==> src/rtl/nco_sweep_ctrl.sv <==
// Stepped-frequency sweep sequencer for the FRA NCO: settle, dwell window, point handoff.
// Optional `NCO_SWEEP_CONTINUOUS_EN` makes the sweep repeat until abort.
module nco_sweep_ctrl #(
  parameter int APR     = 11,
  parameter int NPW     = 10,
  parameter int CW      = 16,
  parameter int NCO_LAT = 6
) (
  input  logic           clk,
  input  logic           reset,
  input  logic           start,
  input  logic           abort,
  input  logic [APR-1:0] cfg_f_start,
  input  logic [APR-1:0] cfg_f_step,
  input  logic [NPW-1:0] cfg_npts,
  input  logic [CW-1:0]  cfg_settle,
  input  logic [CW-1:0]  cfg_dwell,
  output logic [APR-1:0] phi_inc_o,
  output logic           nco_clken,
  output logic           meas_win,
  output logic           pt_done,
  input  logic           pt_ack,
  output logic [NPW-1:0] pt_idx,
  output logic           busy,
  output logic           sweep_done
);

  typedef enum logic [2:0] {
    S_IDLE, S_SETTLE, S_DWELL, S_WAIT_ACK, S_NEXT, S_FINISH
  } state_t;

  localparam logic [CW:0] LAT = (CW+1)'(NCO_LAT);

  state_t         state_q, state_d;
  logic [CW:0]    cnt_q, cnt_d;
  logic [APR-1:0] f_step_q, f_step_d;
  logic [NPW-1:0] npts_q, npts_d;
  logic [CW-1:0]  settle_q, settle_d, dwell_q, dwell_d;
  logic [APR-1:0] phi_q, phi_d;
  logic [NPW-1:0] idx_q, idx_d;
  logic           clken_q, clken_d, win_q, win_d, done_q, done_d;
  logic           busy_q, busy_d, swdone_q, swdone_d;
`ifdef NCO_SWEEP_CONTINUOUS_EN
  logic [APR-1:0] f_start_q, f_start_d;
`endif

  // Counter is one bit wider than the config so NCO_LAT + cfg_settle cannot overflow.
  logic [CW:0] settle_tot, settle_last, dwell_last;
  assign settle_tot  = LAT + {1'b0, settle_q};
  assign settle_last = (settle_tot == '0) ? '0 : settle_tot - (CW+1)'(1);
  assign dwell_last  = (dwell_q == '0) ? '0 : {1'b0, dwell_q} - (CW+1)'(1);

  always_comb begin
    state_d  = state_q;
    cnt_d    = cnt_q;
    f_step_d = f_step_q;
    npts_d   = npts_q;
    settle_d = settle_q;
    dwell_d  = dwell_q;
    phi_d    = phi_q;
    idx_d    = idx_q;
    clken_d  = clken_q;
    win_d    = win_q;
    done_d   = done_q;
    busy_d   = busy_q;
    swdone_d = 1'b0;
`ifdef NCO_SWEEP_CONTINUOUS_EN
    f_start_d = f_start_q;
`endif
    case (state_q)
      S_IDLE: begin
        if (start) begin
          f_step_d = cfg_f_step;
          npts_d   = cfg_npts;
          settle_d = cfg_settle;
          dwell_d  = cfg_dwell;
`ifdef NCO_SWEEP_CONTINUOUS_EN
          f_start_d = cfg_f_start;
`endif
          if (cfg_npts != '0) begin
            state_d = S_SETTLE;
            phi_d   = cfg_f_start;
            idx_d   = '0;
            busy_d  = 1'b1;
            clken_d = 1'b1;
            cnt_d   = '0;
          end else begin
            state_d = S_FINISH;
          end
        end
      end
      S_SETTLE: begin
        if (cnt_q == settle_last) begin
          state_d = S_DWELL;
          cnt_d   = '0;
          win_d   = 1'b1;
        end else begin
          cnt_d = cnt_q + (CW+1)'(1);
        end
      end
      S_DWELL: begin
        if (cnt_q == dwell_last) begin
          state_d = S_WAIT_ACK;
          cnt_d   = '0;
          win_d   = 1'b0;
          done_d  = 1'b1;
        end else begin
          cnt_d = cnt_q + (CW+1)'(1);
        end
      end
      S_WAIT_ACK: begin
        if (pt_ack) begin
          done_d  = 1'b0;
          state_d = (idx_q == npts_q - NPW'(1)) ? S_FINISH : S_NEXT;
        end
      end
      S_NEXT: begin
        phi_d   = phi_q + f_step_q;
        idx_d   = idx_q + NPW'(1);
        cnt_d   = '0;
        state_d = S_SETTLE;
      end
      S_FINISH: begin
        swdone_d = 1'b1;
`ifdef NCO_SWEEP_CONTINUOUS_EN
        if (npts_q != '0) begin
          phi_d   = f_start_q;
          idx_d   = '0;
          cnt_d   = '0;
          state_d = S_SETTLE;
        end else begin
          busy_d  = 1'b0;
          clken_d = 1'b0;
          state_d = S_IDLE;
        end
`else
        busy_d  = 1'b0;
        clken_d = 1'b0;
        state_d = S_IDLE;
`endif
      end
      default: state_d = S_IDLE;
    endcase

    // Abort overrides ack and counter expiry; the point in flight is dropped silently.
    if (abort && state_q != S_IDLE) begin
      state_d  = S_IDLE;
      cnt_d    = '0;
      busy_d   = 1'b0;
      clken_d  = 1'b0;
      win_d    = 1'b0;
      done_d   = 1'b0;
      swdone_d = 1'b0;
    end
  end

  always_ff @(posedge clk or posedge reset) begin
    if (reset) begin
      state_q  <= S_IDLE;
      cnt_q    <= '0;
      f_step_q <= '0;
      npts_q   <= '0;
      settle_q <= '0;
      dwell_q  <= '0;
      phi_q    <= '0;
      idx_q    <= '0;
      clken_q  <= 1'b0;
      win_q    <= 1'b0;
      done_q   <= 1'b0;
      busy_q   <= 1'b0;
      swdone_q <= 1'b0;
`ifdef NCO_SWEEP_CONTINUOUS_EN
      f_start_q <= '0;
`endif
    end else begin
      state_q  <= state_d;
      cnt_q    <= cnt_d;
      f_step_q <= f_step_d;
      npts_q   <= npts_d;
      settle_q <= settle_d;
      dwell_q  <= dwell_d;
      phi_q    <= phi_d;
      idx_q    <= idx_d;
      clken_q  <= clken_d;
      win_q    <= win_d;
      done_q   <= done_d;
      busy_q   <= busy_d;
      swdone_q <= swdone_d;
`ifdef NCO_SWEEP_CONTINUOUS_EN
      f_start_q <= f_start_d;
`endif
    end
  end

  assign phi_inc_o  = phi_q;
  assign nco_clken  = clken_q;
  assign meas_win   = win_q;
  assign pt_done    = done_q;
  assign pt_idx     = idx_q;
  assign busy       = busy_q;
  assign sweep_done = swdone_q;

endmodule

==> config.mk <==
export PLATFORM = sky130hd
export DESIGN_NAME = nco_sweep_ctrl
export DESIGN_NICKNAME = d
export VERILOG_FILES = /design/src/rtl/nco_sweep_ctrl.sv
export SDC_FILE = /design/constraint.sdc
export NUM_CORES = 1
export LEC_CHECK = 0
export CORE_ASPECT_RATIO = 1.5
export CORE_MARGIN = 2
export CORE_UTILIZATION = 49
export DETAILED_ROUTE_END_ITERATION = 8
export PLACE_DENSITY = 0.78
export SLEW_MARGIN = 20
export SYNTH_ARGS = -nofsm -noshare
export SYNTH_HDL_FRONTEND = slang
export SYNTH_SLANG_ARGS = --single-unit
==> constraint.sdc <==
create_clock -name clk -period 3.7 [get_ports clk]
set_clock_uncertainty 0.1 [all_clocks]
set_input_delay 0.74 -clock clk [delete_from_list [all_inputs] [get_ports clk]]
set_output_delay 0.74 -clock clk [all_outputs]
set_load 0.02 [all_outputs]
# Word level (Yosys, flattened, before mapping)
# Index checks and enable logic that the tools add are counted.
[totals]
inputBits = 69
word_cells = 88
reg_bits = 98
out_inout_bits = 26
[classes]
mux = 36
eq_ne = 15
reduce_logical = 18
add_sub_neg = 7
[ops]
columns = ["cell", "count"]
rows = [
  ["two-way mux 17 bit", 7],
  ["one-hot mux 17 bit (4 select lines)", 1],
  ["== test 17 bit", 2],
  ["two-way mux 11 bit", 2],
  ["one-hot mux 11 bit (2 select lines)", 1],
  ["two-way mux 10 bit", 2],
  ["one-hot mux 10 bit (2 select lines)", 1],
  ["two-way mux 3 bit", 6],
  ["adder 17 x 1 -> 17 bit (second input constant)", 1],
  ["adder 3 x 16 -> 17 bit (first input constant)", 1],
  ["logical NOT 17 bit", 1],
  ["subtractor 16 x 1 -> 17 bit (second input constant)", 1],
  ["subtractor 17 x 1 -> 17 bit (second input constant)", 1],
  ["logical NOT 16 bit", 1],
  ["inequality test 3 bit (second input constant)", 5],
  ["one-hot mux 3 bit (5 select lines)", 1],
  ["AND reduction 3 bit", 5],
  ["two-way mux 1 bit", 12],
  ["nonzero test 3 bit", 4],
  ["adder 11 bit", 1],
  ["adder 10 x 1 -> 10 bit (second input constant)", 1],
  ["== test 10 bit", 1],
  ["nonzero test 10 bit", 1],
  ["subtractor 10 x 1 -> 10 bit (second input constant)", 1],
  ["11 further kinds", 16],
]

# Longest topological paths before layout
[depth]
word_depth = 7
ltp_mapped = 16

# Worst setup path after synthesis
# Ideal clock, no wire load.
[synth_path]
path_kind = "reg-to-reg"
from = "reg settle_q[1]"
to = "reg cnt_q[13]"
path_stages_with_launch = 17
path_slack_ns = -0.074
setup_time_ns = 0.136
synth_period_minus_slack_ns = 3.774
t_arrival_ns = 3.538
path_buffers = 3
path_cell_list = "dfrtp_1 buf_6 inv_1 ha_1 buf_2 or4b_2 a21o_1 a211oi_1 nor4bb_1 o32ai_1 a22oi_1 a21bo_2 nor4_1 nand4_1 buf_2 nand3_1 o31ai_1"
[synth_between]
elab_chain_cells = 7
elab_cells_between_ends = 8
classes_between = "2 x add/sub; 1 x eq/ne; 4 x mux; 1 x reduce/logical"
[synth_lines]
columns = ["item", "line_no", "source"]
rows = [
  ["from (decl)", "38", "logic [CW-1:0] settle_q, settle_d, dwell_q, dwell_d;"],
  ["from (signal assigned)", "180", "settle_q <= settle_d;"],
  ["adder 3 x 16 -> 17 bit *", "49", "assign settle_tot = LAT + {1'b0, settle_q};"],
  ["subtractor 17 x 1 -> 17 bit / logical NOT 17 bit (equally long branches)", "50", "assign settle_last = (settle_tot == '0) ? '0 : settle_tot - (CW+1)'(1);"],
  ["two-way mux 17 bit *", "50", ""],
  ["== test 17 bit *", "93", "if (cnt_q == settle_last) begin"],
  ["two-way mux 17 bit *", "93", ""],
  ["one-hot mux 17 bit (4 select lines) *", "70", "case (state_q)"],
  ["two-way mux 17 bit *", "146", "if (abort && state_q != S_IDLE) begin"],
  ["to (signal assigned)", "177", "cnt_q <= cnt_d;"],
  ["to (decl)", "35", "logic [CW:0] cnt_q, cnt_d;"],
]
# Every way passes the cells marked *; elsewhere a longest branch is shown, timed or not.
# A chain may end at the register's enable or synchronous reset.

# Final worst setup path
[layout_path]
from = "reg settle_q[2]"
to = "reg cnt_q[6]"
# The elaborated chain is that of the path after synthesis.

==> flow_summary.yaml <==
outcome:
  status: "finished with violations"
  violations: "negative setup slack"
clock_tree:
  cts-root-buf: "clkbuf_16"
  clk_latency_ns: 0.35
  cts_buffers: 9
  clk_path_buf_depth: 2
  tritoncts: "yes"
  cts.sinks: 98
  clkTransAtPathRegs_ns: 0.07
  h-tree-depth: 3
floorplan:
  fp.dieH_um: 153
  num_io_pins: 95
  fp.dieW_um: 104
  rows: 54
  initial_core_util_pct: 50.2
  core-area_um2: 14500
  die_area_um2: 15900
logic_synthesis:
  netlist_area_um2: 7290
  ys.flop_type: "dfrtp_1"
  synth_fa_ha_area_share_pct: 3.36
  synth_compound_area_share_pct: 20.2
  synth_mux_area_share_pct: 8.00
  yosys_register_bits: 98
  yosys_warnings: 0
  synthSimpleGateAreaFrac_pct: 23.3
  synth_top_family_by_area: "simple AND/OR/NAND/NOR gates"
  synthArstFlopShare_pct: 100
  synth_cells: 830
  ys_seq_area_share_pct: 33.6
  synth_cell_types: 82
  synth_area_per_cell_um2: 8.78
  synth_nets: 918
  synthXorXnorAreaFrac_pct: 6.87
  synth-edff-count: 0
timing:
  finalWorstSetupSlack_ns: -0.00832
  timing.fmax_mhz: 270
  slew_viol_final: 0
  worst_pin_slew_ns: 0.697
  finalCritPeriodShare_pct: 100
  hold_viol: 0
  finalSetupTns_ns: -0.0122
  setup_viol: 2
  rsz0062_at_grt: "yes"
  min_period_ns: 3.71
  max_slew_margin_pct: 53.4
route:
  vias_per_cell: 6.08
  ant_nets: 0
  drtIter0Drc: 549
  wl_per_cell_um: 17.8
  route.detailed.drc: 0
  wl_mm: 20.8
  vias: 7127
  first_pass_iters: 6
setup_path:
  crit_fanout: 6
  cp_common_cell: "buf_6"
  ff2ff_path_depth: 18
  cp_data_required_time_ns: 3.82
  crit_path_start_kind: "flip-flop"
  cp.depth: 18
  arrival_ns: 3.83
  critPathKind: "flip-flop to flip-flop"
  cp_slowest_stage_delay_ns: 0.41
  end_kind: "flip-flop"
  path_cells: "inv_2, ha_4, buf_4, nand2b_1, a21oi_4, o22ai_1, buf_4, buf_6, a211o_1, buf_6, o32a_1, a22oi_2, a21bo_2, nor4_2, nand4_1, buf_6, nand3_1, o21ai_1"
  crit_family: "compound AO/OA/AOI/OAI gates"
  cp_num_buf_inv: 6
  worst_path_max_delay_cell: "dfrtp_1"
flow_run:
  drv_cap: 0
grt:
  grt.total_usage_pct: 26.0
  antenna_found_initial: 0
  grt_pass1_vias: 7049
  overflow: 0
  grt_pass1_wl_mm: 33.9
  grt_max_degree: 99
finish:
  synthToLayoutAreaGrowth_pct: 30.1
  final_cell_mix: "dfrtp_1 (95), clkdlybuf4s50_1 (94), buf_4 (76), nand2_1 (64), nor2_1 (59)"
  post-route-util_pct: 65.3
  final_cell_area_um2: 9490
  final-instance-count-excl-fill: 1172
  nets: 1059
  n_antenna_cell: 0
  drive_gt1_share_pct: 22.2
  final_common_cell: "dfrtp_1"
pwr:
  leakage_uw: 0.00384
  p_total_uw: 6930
  power.density_nw_per_um2: 730
  irDropWorstVdd_mv: 0.486
place:
  dpl_cell_area_um2: 8790
  gp_congestion: 0.924
  hpwl_mm: 15.1
  dp.cells: 1136
  portBuffers: 94
min_path:
  hold_path.class: "flip-flop to flip-flop"
  holdPathStages: 1
-- through the flow --
step	worst slack (ns)	hold slack [ns]
6_report	-0.00832	0.411
5_1_grt	-0.128	0.438
4_1_cts	0.00139	0.416
3_5_place_dp	-0.249	0.401
3_3_place_gp	-0.122	0.390
2_1_floorplan	0.00422	0.385
-- logic make-up after synthesis --
group / after synthesis
muxes: 53
xor gates and xnor gates: 54
DFF: 98
AOI/OAI and AO/OA: 217
and+or+nand+nor: 310
adders and majority gates: 19
buffers and inverters: 79
-- area by class of cell --
type	count	area, um^2
fillers	1147	5040
multi-input cells	654	4720
flip-flops and latches	98	2460
repair buffers	180	1650
well taps	196	245
clock buffers	10	229
inverters	28	108
clock inverters	6	73.8
-- registers in the layout, summed over array words and instances (netlist names) --
register	count
meas_win	1
npts_q	10
f_step_q	11
dwell_q	16
settle_q	16
phi_inc_o	11
pt_done	1
pt_idx	10
cnt_q	17
sweep_done	1
state_q	3
busy	1
-- Yosys cell counts (all sizes together), types with 6 or more instances --
master,n,area share [%]
a21oi,42,3.2
a22oi,8,0.89
a31oi,11,0.94
and3,18,1.5
and4,6,0.72
buf,15,1.4
clkbuf,36,1.9
dfrtp,98,34
ha,18,3.1
inv,28,1.4
mux2,42,6.5
mux2i,11,1.5
nand2,65,3.3
nand2b,11,0.94
nand3,34,2.3
nand3b,8,0.82
nand4,14,1.4
nor2,61,3.2
nor2b,12,1.0
nor3,29,2.2
nor4,11,1.0
o211ai,8,0.82
o21a,7,0.72
o21ai,77,5.4
o22ai,6,0.60
o31ai,7,0.72
o32ai,7,0.94
or2,7,0.60
or3,7,0.60
xnor2,27,3.2
xor2,25,3.0
-- what timing repair did --
item,4_1_cts,5_1_grt
pin swaps,18,27
hold buffers,0,0
endpoints found under the setup margin,20,21
gates cloned,2,0
gates resized for setup,25,33
setup buffers,11,7
-- worst paths after layout --
| kind | startpoint | to | slack (ns) |
|---|---|---|---|
| max | settle_q[2]$_DFFE_PP0P_ | cnt_q[6]$_DFFE_PP0P_ | -0.008 |
| min | f_step_q[4]$_DFFE_PP0P_ | f_step_q[4]$_DFFE_PP0P_ | 0.41 |
| max reg2reg | settle_q[2]$_DFFE_PP0P_ | cnt_q[6]$_DFFE_PP0P_ | -0.008 |
| min reg2reg | f_step_q[4]$_DFFE_PP0P_ | f_step_q[4]$_DFFE_PP0P_ | 0.41 |
| max in group asynchronous | reset | cnt_q[12]$_DFFE_PP0P_ | 2.31 |
| min in group asynchronous | reset | settle_q[15]$_DFFE_PP0P_ | 0.74 |
-- power by group --
group          internal (uW)  switching (uW)
registers               1460             540
clock network            533             433
logic                   1950            2010
total                   3940            2990
-- metal layers --
layer / GRT usage (%) / routed length (um) / vias to the layer above
li1: - / - / 3333
met1: 28.3 / 7890 / 3425
met2: 47.5 / 10700 / 283
met3: 4.18 / 1080 / 86
met4: 15.3 / 1140 / 0
met5: 0 / 0 / -
Power figures use the tool's default switching activity.
